**src/rtl/div_exec_unit.sv**
```systemverilog
// Multi-cycle radix-2 restoring integer divider for the DIV/DIVU issue port.
// Holds each result on the CDB request until the arbiter grants it.
module div_exec_unit #(
  parameter int DATA_W = 32,
  parameter int TAG_W  = 6
) (
  input  logic              clk,
  input  logic              rst,
  input  logic              issue_valid,
  output logic              issue_ready,
  input  logic [DATA_W-1:0] issue_rsdata,
  input  logic [DATA_W-1:0] issue_rtdata,
  input  logic [TAG_W-1:0]  issue_tag,
  input  logic              issue_signed,
  input  logic              issue_rem,
  input  logic              flush,
  output logic              cdb_req,
  input  logic              cdb_grant,
  output logic              cdb_valid,
  output logic [DATA_W-1:0] cdb_data,
  output logic [TAG_W-1:0]  cdb_tag
);

  localparam int CNT_W = (DATA_W > 1) ? $clog2(DATA_W) : 1;
  localparam logic [CNT_W-1:0] LAST_STEP = CNT_W'(DATA_W - 1);

  typedef enum logic [1:0] {S_IDLE, S_BUSY, S_DONE} state_t;

  state_t              r_state, w_state_nx;
  logic [CNT_W-1:0]    r_cnt;
  logic                r_cdb_req;
  logic [DATA_W-1:0]   r_cdb_data;
  logic [TAG_W-1:0]    r_cdb_tag;

  logic [DATA_W-1:0]   r_rem, r_quo, r_dvs;
  logic [TAG_W-1:0]    r_tag;
  logic                r_rem_sel, r_neg_q, r_neg_r, r_dvz;

  logic                w_accept, w_last_step, w_ge;
  logic                w_rs_neg, w_rt_neg;
  logic [DATA_W-1:0]   w_rs_mag, w_rt_mag;
  logic [DATA_W:0]     w_shift, w_trial;
  logic [DATA_W-1:0]   w_rem_nx, w_quo_nx, w_q_fin, w_r_fin, w_result;

  assign issue_ready = ~flush & ((r_state == S_IDLE) | ((r_state == S_DONE) & cdb_grant));
  assign w_accept    = issue_valid & issue_ready;
  assign w_last_step = (r_state == S_BUSY) & (r_cnt == LAST_STEP) & ~flush;

  assign w_rs_neg = issue_signed & issue_rsdata[DATA_W-1];
  assign w_rt_neg = issue_signed & issue_rtdata[DATA_W-1];
  assign w_rs_mag = w_rs_neg ? -issue_rsdata : issue_rsdata;
  assign w_rt_mag = w_rt_neg ? -issue_rtdata : issue_rtdata;

  // One restoring step: shift the next dividend bit into the partial
  // remainder and keep the difference only if it did not borrow.
  assign w_shift  = {r_rem, r_quo[DATA_W-1]};
  assign w_trial  = w_shift - {1'b0, r_dvs};
  assign w_ge     = ~w_trial[DATA_W];
  assign w_rem_nx = w_ge ? w_trial[DATA_W-1:0] : w_shift[DATA_W-1:0];
  assign w_quo_nx = {r_quo[DATA_W-2:0], w_ge};

  // Divide-by-zero forces an all-ones quotient even when the sign fix-up
  // would otherwise negate it; the remainder already equals the dividend.
  assign w_q_fin  = r_dvz ? '1 : (r_neg_q ? -w_quo_nx : w_quo_nx);
  assign w_r_fin  = r_neg_r ? -w_rem_nx : w_rem_nx;
  assign w_result = r_rem_sel ? w_r_fin : w_q_fin;

  // NOTE: every variable assigned in always_comb gets a default first so no latch is inferred.
  always_comb begin
    w_state_nx = r_state;
    unique case (r_state)
      S_IDLE:  if (w_accept) w_state_nx = S_BUSY;
      S_BUSY:  if (r_cnt == LAST_STEP) w_state_nx = S_DONE;
      S_DONE:  if (cdb_grant) w_state_nx = w_accept ? S_BUSY : S_IDLE;
      default: w_state_nx = S_IDLE;
    endcase
    if (flush) w_state_nx = S_IDLE;
  end

  // NOTE: sequential state is written only with non-blocking assignments.
  always_ff @(posedge clk) begin
    if (rst) begin
      r_state    <= S_IDLE;
      r_cnt      <= '0;
      r_cdb_req  <= 1'b0;
      r_cdb_data <= '0;
      r_cdb_tag  <= '0;
    end else begin
      r_state   <= w_state_nx;
      r_cdb_req <= (w_state_nx == S_DONE);
      if (w_accept)
        r_cnt <= '0;
      else if (r_state == S_BUSY)
        r_cnt <= r_cnt + CNT_W'(1);
      if (w_last_step) begin
        r_cdb_data <= w_result;
        r_cdb_tag  <= r_tag;
      end
    end
  end

  // NOTE: the arithmetic datapath is left unreset; it is always reloaded on
  // accept before being consumed, and the control registers gate its use.
  always_ff @(posedge clk) begin
    if (w_accept) begin
      r_rem     <= '0;
      r_quo     <= w_rs_mag;
      r_dvs     <= w_rt_mag;
      r_tag     <= issue_tag;
      r_rem_sel <= issue_rem;
      r_neg_q   <= w_rs_neg ^ w_rt_neg;
      r_neg_r   <= w_rs_neg;
      r_dvz     <= (issue_rtdata == '0);
    end else if (r_state == S_BUSY) begin
      r_rem <= w_rem_nx;
      r_quo <= w_quo_nx;
    end
  end

  assign cdb_req   = r_cdb_req;
  assign cdb_valid = r_cdb_req & cdb_grant & ~flush;
  assign cdb_data  = r_cdb_data;
  assign cdb_tag   = r_cdb_tag;

endmodule

```
**config.mk**
```make
export PLATFORM = sky130hd
export DESIGN_NAME = div_exec_unit
export DESIGN_NICKNAME = d
export VERILOG_FILES = /design/src/rtl/div_exec_unit.sv
export SDC_FILE = /design/constraint.sdc
export NUM_CORES = 1
export LEC_CHECK = 0
export CORE_MARGIN = 5
export CORE_UTILIZATION = 30
export CTS_CLUSTER_DIAMETER = 30
export DETAILED_ROUTE_END_ITERATION = 12
export SKIP_CTS_REPAIR_TIMING = 1
export SYNTH_ARGS = -nofsm -noshare
export SYNTH_HDL_FRONTEND = slang
export SYNTH_SLANG_ARGS = --single-unit
```
**constraint.sdc**
```tcl
create_clock -name clk -period 5 [get_ports clk]
set_input_delay 1 -clock clk [delete_from_list [all_inputs] [get_ports clk]]
set_output_delay 1 -clock clk [all_outputs]
set_load 0.005 [all_outputs]
```
* Yosys cells after proc, flatten, opt, wreduce, memory -nomap -nowiden
Cells that the tools add are included.
Word-level totals: input port bits 77, output and inout bits 41, logic and storage cells 55, flip-flop bits (word level) 152
Operators by class: equality and inequality tests 4, multiplexer cells 15, bitwise logic cells 13, add/subtract/negate cells 6, reduce and logical (&&, ||, !) cells 4
Operator list (count):
- 2-to-1 mux 32 bit | 9
- negator 32 bit | 4
- subtractor 33 x 32 -> 33 bit | 1
- zero test 32 bit | 1
- AND 1 bit | 9
- 2-to-1 mux 2 bit | 4
- case mux 2 bit (3 select lines) | 1
- adder 5 x 1 -> 5 bit (second input constant) | 1
- == test 5 bit (second input constant) | 1
- == test 2 bit (second input constant) | 2
- == test 2 x 1 -> 1 bit (second input constant) | 1
- zero test 2 bit | 1
- NOT 1 bit | 2
- nonzero test 2 bit | 1
- OR reduction 2 bit | 1
- 2-to-1 mux 1 bit | 1
- bitwise OR 1 bit | 1
- XOR 1 bit | 1

* Depth between registers and ports, before layout
depth in word-level cells 10, gate-level depth with buffers 23, depth with buffers taken out 21

* Least setup slack after synthesis
OpenSTA, ideal clock, no wires.
path kind reg2reg, from reg r_quo[31], to reg r_cdb_data[28] (netlist: cdb_data[28]), buffers on the path 2, clock period less this slack 5.316 ns, library setup time 0.117 ns, required time 4.883 ns, cell stages (with the launch flop) 24, path slack -0.316 ns, arrival time 5.199 ns, path through edfxtp_1 inv_1 ha_1 fa_1 nand2b_1 a211oi_2 o21ai_2 a211oi_4 a22o_2 nor2_4 inv_2 buf_2 buf_2 nor2_1 a21oi_1 ha_1 nand3b_1 or3_1 or4_1 or3_1 a21oi_1 nand4b_1 o311a_1 a22o_1
Between the ends: word-level cells in the longest chain between the ends 6, elaborated cells between the ends (all ways) 9, classes of those cells add/sub (3); mux (5); bitwise (1)
Ends and longest elaborated chain:
- start, declared | RTL line 35 | logic [DATA_W-1:0] r_rem, r_quo, r_dvs;
- start signal, assigned | RTL line 107 | r_quo <= w_rs_mag;
- start signal, assigned | RTL line 116 | r_quo <= w_quo_nx;
- subtractor 33 x 32 -> 33 bit | RTL line 57 | assign w_trial = w_shift - {1'b0, r_dvs};
- NOT 1 bit | RTL line 58 | assign w_ge = ~w_trial[DATA_W];
- negator 32 bit | RTL line 64 | assign w_q_fin = r_dvz ? '1 : (r_neg_q ? -w_quo_nx : w_quo_nx);
- 2-to-1 mux 32 bit (2 in a row) | RTL line 64
- 2-to-1 mux 32 bit * | RTL line 66 | assign w_result = r_rem_sel ? w_r_fin : w_q_fin;
- end signal, assigned | RTL line 96 | r_cdb_data <= w_result;
- end, declared | RTL line 32 | logic [DATA_W-1:0] r_cdb_data;
Mark *: on every way between the ends. The rest lies on a longest branch, timed or not. A chain may end at the register's enable or synchronous reset.

* Worst setup path after layout
from reg r_dvs[25], to reg r_cdb_data[28] (netlist: cdb_data[28])
Between the ends: word-level cells in the longest chain between the ends 6, elaborated cells between the ends (all ways) 9, classes of those cells add/sub (3); mux (5); bitwise (1)
Ends and longest elaborated chain:
- start, declared | RTL line 35
- start signal, assigned | RTL line 108 | r_dvs <= w_rt_mag;
- subtractor 33 x 32 -> 33 bit * | RTL line 57
- NOT 1 bit | RTL line 58
- negator 32 bit | RTL line 64
- 2-to-1 mux 32 bit (2 in a row) | RTL line 64
- 2-to-1 mux 32 bit * | RTL line 66
Marked as above.

==> metrics <==
R2R Path Start r_dvs[25]; Final Skew roughly 0.013 ns; DRT Pass-1 Iters 5; Slew Limit Fails 0; H-tree depth 4; Max VDD drop around 230 uV; Post-synth EDFFs 74; post-synthesis area per instance 8.17 sq um; share of synthesized flip-flops with an asynchronous set or reset 0%; Final Wtd Congestion between 0.8 and 0.9; fmax approximately 210 MHz; Layout area overhead 25.6%; Hold Startpoint cdb_data[4]; FF-to-FF setup slack 0.21 ns; Post-Synth Simple-Gate Area about a fifth; DR iter-0 viols about 840; top_reg_cell synth dfxtp_1; Wirelength per Cell 18.3 um; clk sinks 152; hold depth 2; endpoint class of the critical path register; post-detailed-route count of antenna-violating nets 0; Max FO, Critical Path 12; via/cell ratio ~5.3; largest family of logic cells by synthesized area compound AO/OA/AOI/OAI gates; routed via count about 11k; Port Buffers approximately 120; post-synthesis register bit count 152; Max-slew headroom between 20% and 30%; Worst Tran Pin Value approximately 1.1 ns; area fraction in compound gates after synthesis between 20 and 25%; Final Hold Viols 0; RSZ-0062 raised after global routing no; setup TNS 0 ns; gr usage total about 18%; core region area roughly 37000 sq um; Warnings, synthesis 0; Worst EP arrival approximately 5 ns; most common cell after layout, fill and taps aside nand2_1; sequential fraction of the synthesis area between 30% and 40%; std cell rows 71; Tmin final around 4.8 ns; XOR/XNOR Fraction of Synth Area around a tenth; Syn Inst Count approximately 1.4k; synthesized area 11300 sq um; RR Endpoint cdb_data[28]; Worst path slowest cell or4_4; final wirelength around 38000 um; Syn Nets roughly 1.5k; maxcap violations 0; outcome complete, no violations; Initial Utilization between 30% and 40%; Die H between 200 and 250 um; clock buffer depth 2; Max stage delay on crit path ~0.56 ns; initial antenna violation count 0; most frequent CP cell or3_4; first-pass GRT wire length between 50000 and 60000 um; Final Setup Violations 0; crit path launch type register; Worst-Skew Late Latency 0.44 ns; Fill cells 3840; WP data required between 5 and 6 ns; diode count 0; critical path type reg2reg; Final #Nets around 1.7k; Hold EP cdb_data[4]; cells along the critical path inv_1 -> ha_1 -> buf_6 -> and3_4 -> nand2_2 -> or4_4 -> a211oi_4 -> buf_4 -> a22o_4 -> nor2_4 -> inv_4 -> nor2_1 -> a21oi_2 -> ha_2 -> nand3b_1 -> or3_4 -> or4_1 -> or3_4 -> a21oi_4 -> nand4b_1 -> o311a_1 -> a22o_1; grt ovf 0; Die Area 41700 sq um; count of different cell masters after synthesis 91; Clock transition at path regs roughly 0.07 ns; static leakage ~5.3 nW; Tcrit/Tclk final between 90 and 100%; DP HPWL ~30000 um; most frequent cells in the layout nand2_1, o21ai_0, clkdlybuf4s50_1; power density cells roughly 230 nW/um^2; Inserted Clock Buffers 17; post-synthesis mux area share under 10%; layout cell share with drive strength beyond 1 between 10% and 20%; Post-Synth Adder-Cell Area between 4 and 5%; drt drc 0; Root Buffer Master clkbuf_16; I/O pin count roughly 120; CTS tree built; final core occ between 30% and 40%; chip width around 200 um; largest net degree at the start of global routing 62; Hold Crit Class reg2reg; R2R depth 22; vias in the first global route 10.7k
cells by family after synthesis:
family          count (synthesis)
compound gates                423
fa+ha+maj                      39
simple gates                  474
mux                            33
flops                         152
xor+xnor                      137
buf+inv                       126
routing by layer:
| layer | vias to the layer above | global-route usage [%] | share of wire (%) | wire (um) |
|---|---|---|---|---|
| li1 | 5370 | - | - | - |
| met4 | 0 | 5.38 | 2.6 | 989 |
| met3 | 55 | 2.25 | 3.3 | 1270 |
| met2 | 290 | 32.0 | 50 | 19100 |
| met1 | 5245 | 22.6 | 44 | 16600 |
| met5 | - | 0 | 0 | 0 |
state kept, by name (all words and copies together) (netlist names):
register	flops
cdb_data	32
cdb_req	1
cdb_tag	6
r_cnt	5
r_dvs	32
r_dvz	1
r_neg_q	1
r_neg_r	1
r_quo	32
r_rem	32
r_rem_sel	1
r_state	2
r_tag	6
cell type report:
cell class / instances / area, sq um / share of cell area [%]
clock buffers: 21 / 475 / 3.35
clock inverters: 11 / 86.3 / 0.608
inverters: 61 / 231 / 1.63
multi-input cells: 1106 / 7120 / 50.1
flip-flops and latches: 152 / 3780 / 26.6
well taps: 511 / 639 / 4.50
repair buffers: 209 / 1870 / 13.1
worst max-delay path, delay by kind of cell (launching register included):
kind	cells	cell delay (ns)
AND/OR/NAND/NOR	10	2.36
adder cells (fa/ha/maj)	2	0.50
flip-flops	1	0.32
AO/OA/AOI/OAI	6	1.03
buffers and inverters	4	0.46
worst max-delay path by stage:
stage,startpoint,cells past startpoint,endpoint
after detailed placement,r_quo[31],21,cdb_data[24]
after floorplan,r_quo[31],23,cdb_data[28]
after global placement,r_dvs[25],22,cdb_data[18]
after global routing,r_dvs[25],22,cdb_data[28]
after CTS,r_quo[31],21,cdb_data[24]
final,r_dvs[25],22,cdb_data[28]
Yosys cell counts (10+ instances only):
master	count	area (sq um)
dfxtp_1	78	1560
o41ai_1	15	131
a211oi_1	11	82.6
or3_1	18	113
edfxtp_1	74	2220
inv_1	60	225
a21o_1	10	75.1
a31oi_1	11	68.8
clkbuf_1	49	184
nor2b_1	11	68.8
a21oi_1	111	556
buf_2	13	65.1
nor3_1	39	195
nand3_1	27	135
ha_1	38	475
and2_1	12	75.1
nor4_1	16	100
xnor2_1	73	639
xor2_1	64	561
nand2_1	183	687
nor2_1	96	360
nand2b_1	11	68.8
mux2i_1	29	290
o31ai_1	25	188
o21ai_0	135	676
and3_1	12	75.1
power breakdown:
part / switching, mW / total, mW / internal, mW / leakage (nW)
Clock: 0.586 / 1.28 / 0.692 / 0.277
Sequential: 0.0384 / 1.40 / 1.36 / 1.33
Combinational: 0.336 / 0.581 / 0.245 / 3.67
Total: 0.961 / 3.26 / 2.30 / 5.28
metrics by stage:
step                area, sq um  total power, mW  hold WS, ns  setup WS, ns  cells
floorplan                 11400             1.75        0.448        0.0231   1384
global placement          13600             1.99        0.437         0.204   2037
detailed placement        13600             2.00        0.444         0.142   2037
CTS                       14100             3.27        0.453         0.117   2069
global route              14200             3.39        0.474        0.0392   2071
finish                    14200             3.26        0.452         0.214   2071
(Power assumes the default switching activity.)
